`config.mk`:
```
export PLATFORM = sky130hd
export DESIGN_NAME = pe_ws
export DESIGN_NICKNAME = d
export VERILOG_FILES = /design/src/rtl/pe_pkg.sv /design/src/rtl/pe_sat_add.sv /design/src/rtl/pe_ws.sv
export SDC_FILE = /design/constraint.sdc
export NUM_CORES = 1
export LEC_CHECK = 0
export CORE_MARGIN = 5
export CORE_UTILIZATION = 60
export CTS_BUF_LIST = sky130_fd_sc_hd__clkbuf_8 sky130_fd_sc_hd__clkbuf_16
export DETAILED_ROUTE_END_ITERATION = 8
export DONT_BUFFER_PORTS = 1
export GPL_ROUTABILITY_DRIVEN = 0
export GPL_TIMING_DRIVEN = 0
export PLACE_DENSITY = 0.84
export SLEW_MARGIN = 20
export SYNTH_ARGS = -nofsm -noshare
export SYNTH_HDL_FRONTEND = slang
export SYNTH_SLANG_ARGS = --single-unit
```
`constraint.sdc`:
```
create_clock -name clk -period 8.9 [get_ports clk]
set_input_delay 0.89 -clock clk [delete_from_list [all_inputs] [get_ports clk]]
set_output_delay 0.89 -clock clk [all_outputs]
set_load 0.005 [all_outputs]
```
`src/rtl/pe_pkg.sv`:
```
// Shared widths and the saturating fit helper for the weight-stationary PE.
package pe_pkg;

    localparam int DATA_W_DEF = 16;
    localparam int W_W_DEF    = 16;
    localparam int PSUM_W_DEF = 16;

    // Container width for the full-precision sum; must exceed max(DATA_W+W_W, PSUM_W)+1.
    localparam int FIT_W = 64;

    // Fits a full-width sum into psum_w bits. The caller keeps the low psum_w bits,
    // so returning the sum unchanged is the wrap behaviour.
    function automatic logic signed [FIT_W-1:0] sat_fit(
        input  logic signed [FIT_W-1:0] sum,
        input  int                      psum_w,
        input  logic                    saturate,
        output logic                    ovf
    );
        logic signed [FIT_W-1:0] hi;
        logic signed [FIT_W-1:0] lo;
        hi  = (64'sd1 <<< (psum_w - 1)) - 64'sd1;
        lo  = -hi - 64'sd1;
        ovf = (sum > hi) || (sum < lo);
        if (saturate && (sum > hi)) begin
            return hi;
        end
        if (saturate && (sum < lo)) begin
            return lo;
        end
        return sum;
    endfunction

endpackage

```
`src/rtl/pe_sat_add.sv`:
```
// Combinational multiply-accumulate: psum + iact*weight at full precision, then fit.
// No registers; overflow reflects the full-precision sum in either fit mode.
module pe_sat_add
    import pe_pkg::*;
#(
    parameter int DATA_W   = DATA_W_DEF,
    parameter int W_W      = W_W_DEF,
    parameter int PSUM_W   = PSUM_W_DEF,
    parameter int SATURATE = 1
) (
    input  logic signed [DATA_W-1:0] iact,
    input  logic signed [W_W-1:0]    weight,
    input  logic signed [PSUM_W-1:0] psum,
    output logic signed [PSUM_W-1:0] sum,
    output logic                     ovf
);

    localparam int PROD_W = DATA_W + W_W;
    localparam int SUM_W  = ((PROD_W > PSUM_W) ? PROD_W : PSUM_W) + 1;

    logic signed [PROD_W-1:0] iact_ext;
    logic signed [PROD_W-1:0] weight_ext;
    logic signed [PROD_W-1:0] prod;
    logic signed [SUM_W-1:0]  sum_wide;
    logic signed [FIT_W-1:0]  fitted;
    logic                     fit_ovf;
    logic                     unused_fit_hi;

    assign iact_ext   = PROD_W'(iact);
    assign weight_ext = PROD_W'(weight);
    assign prod       = iact_ext * weight_ext;
    assign sum_wide   = SUM_W'(prod) + SUM_W'(psum);

    always_comb begin
        fit_ovf = 1'b0;
        fitted  = sat_fit(FIT_W'(sum_wide), PSUM_W, (SATURATE != 0), fit_ovf);
    end

    assign sum           = fitted[PSUM_W-1:0];
    assign ovf           = fit_ovf;
    assign unused_fit_hi = ^fitted[FIT_W-1:PSUM_W];

endmodule

```
`src/rtl/pe_ws.sv`:
```
// Weight-stationary PE: registered MAC cell with a double-buffered (shadow/active) weight.
// Datapath latency 1 cycle; en=0 freezes the datapath, the weight chain runs regardless.
module pe_ws
    import pe_pkg::*;
#(
    parameter int DATA_W   = DATA_W_DEF,
    parameter int W_W      = W_W_DEF,
    parameter int PSUM_W   = PSUM_W_DEF,
    parameter int SATURATE = 1
) (
    input  logic                     clk,
    input  logic                     rst_n,
    input  logic                     en,
    input  logic                     bypass,
    input  logic signed [DATA_W-1:0] iact_in,
    input  logic                     iact_valid_in,
    input  logic signed [PSUM_W-1:0] psum_in,
    output logic signed [DATA_W-1:0] iact_out,
    output logic                     iact_valid_out,
    output logic signed [PSUM_W-1:0] psum_out,
    output logic                     psum_valid_out,
    input  logic                     w_shift,
    input  logic signed [W_W-1:0]    w_in,
    output logic signed [W_W-1:0]    w_out,
    input  logic                     w_swap,
    output logic                     w_ready,
    output logic                     w_active,
    output logic                     ovf,
    input  logic                     clear_ovf
);

    logic signed [W_W-1:0]    shadow_w;
    logic signed [W_W-1:0]    active_w;
    logic signed [PSUM_W-1:0] mac_sum;
    logic                     mac_ovf;
    logic                     swap_ok;
    logic                     advance;

    assign swap_ok = w_swap && w_ready;
    assign advance = en && iact_valid_in;
    assign w_out   = shadow_w;

    pe_sat_add #(
        .DATA_W   (DATA_W),
        .W_W      (W_W),
        .PSUM_W   (PSUM_W),
        .SATURATE (SATURATE)
    ) u_sat_add (
        .iact   (iact_in),
        .weight (active_w),
        .psum   (psum_in),
        .sum    (mac_sum),
        .ovf    (mac_ovf)
    );

    // A simultaneous shift refills the shadow as it is swapped out, so w_ready stays set.
    always_ff @(posedge clk or negedge rst_n) begin
        if (!rst_n) begin
            shadow_w <= '0;
            active_w <= '0;
            w_ready  <= 1'b0;
            w_active <= 1'b0;
        end else begin
            if (swap_ok) begin
                active_w <= shadow_w;
                w_active <= 1'b1;
            end
            if (w_shift) begin
                shadow_w <= w_in;
                w_ready  <= 1'b1;
            end else if (swap_ok) begin
                w_ready  <= 1'b0;
            end
        end
    end

    always_ff @(posedge clk or negedge rst_n) begin
        if (!rst_n) begin
            iact_out       <= '0;
            iact_valid_out <= 1'b0;
            psum_out       <= '0;
            psum_valid_out <= 1'b0;
        end else if (en) begin
            iact_valid_out <= iact_valid_in;
            psum_valid_out <= iact_valid_in;
            if (iact_valid_in) begin
                iact_out <= iact_in;
                psum_out <= bypass ? psum_in : mac_sum;
            end
        end
    end

    // Set has priority over clear so a same-cycle overflow is never lost.
    always_ff @(posedge clk or negedge rst_n) begin
        if (!rst_n) begin
            ovf <= 1'b0;
        end else if (advance && !bypass && mac_ovf) begin
            ovf <= 1'b1;
        end else if (clear_ovf) begin
            ovf <= 1'b0;
        end
    end

endmodule
```
**Word level (Yosys, flattened, before mapping)**

Cells that the tools add are included.

- Bits in registers: 68
- Input bits: 56

- $add $sub $neg: 1
- Reductions and logical operators: 9
- Magnitude comparators: 2
- Multipliers: 1
- Mux-type cells: 12

Operator list:

| operator | number |
|---|---|
| 16-bit two-way mux | 5 |
| 32-bit by 16-bit adder with 33-bit output | 1 |
| 33-bit by 16-bit greater-than comparator with 1-bit output, second input constant | 1 |
| 33-bit by 16-bit less-than comparator with 1-bit output, second input constant | 1 |
| 16-bit by 16-bit multiplier with 32-bit output | 1 |
| 1-bit two-way mux | 7 |
| 1-bit logical AND | 4 |
| 2-bit nonzero test | 2 |
| 2-bit AND reduction | 1 |
| 1-bit zero test | 1 |
| 1-bit logical OR | 1 |

**Depth between registers and ports, before layout**

- Depth in word-level cells: 8
- Depth in mapped cells: 27
- Gate-level depth less buffers: 24

**Hierarchy**

From an unflattened synthesis, not the netlist that was laid out.

- Cell total of the unflattened synthesis: 1424
- Area, all modules: 14093.5 µm²

By module, submodules not included:

| module | cells an instance | area an instance (µm²) | times used |
|---|---|---|---|
| pe_sat_add | 1235 | 11310.8 | 1 |
| pe_ws | 189 | 2782.7 | 1 |

**Worst setup path before layout**

No wires, ideal clock.

- Path kind: input-to-reg
- Start point: input port iact_in[11]
- End point: register psum_out[15]
- Path slack: 1384 ps
- Arrival: 7390 ps
- Stages: 23
- Library setup time: 126 ps
- Path buffers: 2
- Path through: clkbuf_1 > nand2_1 > fa_1 > fa_1 > inv_1 > fa_1 > fa_1 > fa_1 > inv_1 > fa_1 > inv_1 > ha_1 > buf_2 > a21oi_1 > o21ai_1 > a22oi_4 > a21oi_2 > a311o_1 > or4b_1 > or4_4 > o31ai_4 > nand2_1 > a221o_1

- Word-level cells in the longest chain between the ends: 8
- Elaborated cells on any way between the ends: 11
- Classes of those cells: 1 x add/sub; 1 x mul; 2 x order compare; 7 x mux

Ends and longest elaborated chain:

| what | line | text |
|---|---|---|
| start: declaration | pe_ws.sv:15 | `input logic signed [DATA_W-1:0] iact_in,` |
| 16-bit by 16-bit multiplier with 32-bit output * | pe_sat_add.sv:31 | `assign prod = iact_ext * weight_ext;` |
| 32-bit by 16-bit adder with 33-bit output * | pe_sat_add.sv:32 | `assign sum_wide = SUM_W'(prod) + SUM_W'(psum);` |
| 33-bit by 16-bit less-than comparator with 1-bit output | pe_pkg.sv:27 | `if (saturate && (sum < lo)) begin` |
| 1-bit two-way mux (2 in a row) | pe_pkg.sv:27 |  |
| 16-bit two-way mux | pe_pkg.sv:30 | `return sum;` |
| 16-bit two-way mux * | pe_pkg.sv:27 |  |
| 16-bit two-way mux * | pe_ws.sv:88 | `psum_out <= bypass ? psum_in : mac_sum;` |
| end signal: assignment | pe_ws.sv:88 |  |
| end: declaration | pe_ws.sv:20 | `output logic signed [PSUM_W-1:0] psum_out,` |

Every way passes the cells marked *; elsewhere a longest branch is shown, timed or not. The select of a mux whose other input is x is not followed.
A chain may end at the register's enable or synchronous reset.

**Final worst setup path**

- Start point: register active_w[7]
- End point: register psum_out[4]

- Word-level cells in the longest chain between the ends: 8
- Elaborated cells on any way between the ends: 11
- Classes of those cells: 1 x add/sub; 1 x mul; 2 x order compare; 7 x mux

Ends and longest elaborated chain:

| what | line | text |
|---|---|---|
| start: declaration | pe_ws.sv:33 | `logic signed [W_W-1:0] active_w;` |
| start signal: assignment | pe_ws.sv:65 | `active_w <= shadow_w;` |
| 16-bit by 16-bit multiplier with 32-bit output * | pe_sat_add.sv:31 |  |
| 32-bit by 16-bit adder with 33-bit output * | pe_sat_add.sv:32 |  |
| 33-bit by 16-bit less-than comparator with 1-bit output | pe_pkg.sv:27 |  |
| 1-bit two-way mux (2 in a row) | pe_pkg.sv:27 |  |
| 16-bit two-way mux | pe_pkg.sv:30 |  |
| 16-bit two-way mux * | pe_pkg.sv:27 |  |
| 16-bit two-way mux * | pe_ws.sv:88 |  |

Marked as above.

==> run_results.csv <==
group,metric,value,unit
run_status,status,"complete, no violations",
worst_setup_path,worstPathRequired,9.12,ns
worst_setup_path,end_kind,"flop",
synthesis,yosysWarnings,0,
synthesis,ys_seq_area_share,12.4,%
synthesis,synth_area,13700,sq um
synthesis,avgSynthCellArea,9.59,sq um
clock_tree,clkSinkCount,68,
die,rows,55,
finish,final_net_count,1870,
global_routing,grt_usage,28.4,%
flow_run,maxCapViolCount,0,
synthesis,synth_ff_type,"dfrtp_1",
synthesis,yosys-top-cells-area,"fa_1, dfrtp_1, ha_1, inv_1, and2_1",
synthesis,yosysTopAreaCell,"fa_1",
global_routing,grt_pass1_wl,58200,um
detailed_routing,route.met2.wl,17900,um
sta,clock_skew,0.0174,ns
die,coreArea,22600,sq um
sta,tightest_slew,0.826,ns
detailed_routing,drc,0,
clock_tree,cts-resized-gates,0,
clock_tree,path_clk_slew,0.08,ns
sta,clock.fmax,118,MHz
detailed_routing,drt-total-wl,36300,um
synthesis,ys_ff_latch,68,
placement,dp_hpwl,29600,um
clock_tree,cts_buffers,9,
synthesis,synth_top_area_share,41.7,%
sta,final.setup.tns,0,ns
finish,area_growth_syn_to_layout,5.25,%
sta,finalMaxSlewViolations,0,
clock_tree,clock_latency,0.35,ns
placement,numPortBuffers,0,
detailed_routing,wire_per_inst,20.9,um
die,die-area,26000,sq um
die,ios,109,
sta,slew_headroom,44.8,%
synthesis,synth_edf_count,0,
worst_setup_path,critPathArrivalTime,8.69,ns
detailed_routing,top_layer,"met4",
sta,hold_viol,0,
die,die_width,161,um
worst_setup_path,cp-startpoint,"active_w[7]",
clock_tree,cts_max_path_buffers,2,
synthesis,ys_async_sr_fraction,100,%
global_routing,grt_pass1_vias,11200,
global_routing,antenna_found_initial,0,
worst_setup_path,critical_path_peak_fanout,10,
detailed_routing,dr.pass1.iters,5,
clock_tree,post_cts_buffers,0,
clock_tree,hold_buffers,0,
sta,rsz0062_at_grt,"no",
global_routing,grt-ovfl-total,0,
detailed_routing,wl_met3,3880,um
sta,period_needed,8.48,ns
clock_tree,cts-root-buf,"clkbuf_16",
sta,setup_viol,0,
worst_setup_path,critical_path_class,"flop to flop",
die,fp.dieH,161,um
synthesis,postSynthCellCount,1432,
detailed_routing,wl_met1,12500,um
detailed_routing,ant_nets,0,
die,start_util,60.9,%
sta,fin_crit_sh,95.2,%
synthesis,syn-num-nets,1859,
min_path,hold_path_class,"primary input to async pin",
clock_tree,tritoncts,"yes",
detailed_routing,drtIter0Drc,910,
detailed_routing,via_per_inst,5.97,
worst_setup_path,startpoint_type,"flop",
worst_setup_path,timing.rr.start,"active_w[7]",
finish,drive_above_1_share,6.57,%
synthesis,synth_cell_types,68,
global_routing,grt_max_degree,69,
detailed_routing,vias,10300,
clock_tree,htreeDepth,3,
-- cell type report --
type / count / area, sq um
inverter: 281 / 1050
fill: 1715 / 8110
sequential: 68 / 1700
antenna: 1 / 2.50
buffer: 58 / 264
tap: 285 / 357
multi-input combinational: 1025 / 10700
clock inverter: 6 / 136
clock buffer: 9 / 225
-- metal layers --
layer	vias up	track usage (%)
met1	5197	34.4
met4	0	13.2
met3	170	7.35
met2	543	47.8
met5	-	0
li1	4433	-
-- metrics by stage --
step	setup slack, ns	hold slack, ns	instances	utilization (%)	instance area, sq um
floorplan	1.38	0.459	1432	-	13700
global placement	0.295	0.491	1717	62.5	14100
detailed placement	0.205	0.497	1717	62.5	14100
CTS	0.438	0.232	1732	64.1	14500
global route	0.0414	0.237	1732	64.1	14500
finish	0.424	0.232	1733	64.1	14500
-- synthesized netlist by cell type, drive strengths merged, types with 3 or more instances --
cell and instances:
fa 286, inv 281, nand2 205, and2 131, ha 85, dfrtp 68, a21oi 49, clkbuf 44
nor2 34, o21ai 33, mux2 32, xnor2 18, a21o 17, nand3b 15, buf 14, xor2 11
nand3 10, a211oi 8, and4 8, a31oi 7, nor3 7, o211ai 7, and3 6, nand2b 6
nand4 4, nor4 4, o21a 4, a31o 3, o31ai 3
-- worst max-delay path: stages (launching register included) --
cell       delay [ns]
dfrtp_1          0.66
clkbuf_1         0.53
nand2_1          0.19
fa_1             0.49
fa_1             0.54
inv_1            0.08
fa_1             0.53
inv_1            0.05
fa_1             0.49
fa_1             0.50
inv_1            0.05
fa_1             0.43
ha_1             0.29
buf_2            0.19
a211oi_1         0.33
o21ai_0          0.26
a2111oi_1        0.70
o311ai_0         0.20
o211ai_1         0.19
mux2i_1          0.14
nor4_1           0.35
a31o_2           0.25
nor3b_2          0.50
buf_4            0.31
a21oi_1          0.08
-- registers in the layout (all words and copies together) (netlist names) --
signal	flops
active_w	16
iact_out	16
psum_out	16
w_out	16
ovf	1
psum_valid_out	1
w_active	1
w_ready	1
-- placed cells by master (no fill, tap or decap), types with 15 or more instances in the layout --
cell / Yosys / final
a21o_1: 16 / 16
a21oi_1: 38 / 38
and2_1: 131 / 131
clkbuf_1: 44 / 44
dfrtp_1: 68 / 68
fa_1: 286 / 286
ha_1: 85 / 85
inv_1: 281 / 281
mux2_2: 32 / 32
nand2_1: 196 / 196
nand3b_1: 15 / 15
nor2_1: 34 / 34
o21ai_0: 31 / 31
xnor2_1: 18 / 18
-- logic make-up after synthesis --
family	share of synthesized area (%)
simple gates	16.1
flops	12.4
compound gates	7.90
buf+inv	9.60
fa+ha+maj	49.4
xor+xnor	1.85
mux	2.77
-- worst paths after layout --
check / end / slack, ns / depth (start not counted)
worst min-delay path: active_w[8] / 0.23 / 0
worst min register to register: iact_out[0] / 0.51 / 2
min in group clk: iact_out[0] / 0.51 / 2
worst max register to register: psum_out[4] / 0.42 / 24
worst max-delay path: psum_out[4] / 0.42 / 24
max in group asynchronous: psum_out[13] / 8.54 / 0
Power is left out: the tool's default activity adds up to more than one toggle a clock period on the data nets, which glitch-free logic cannot reach.
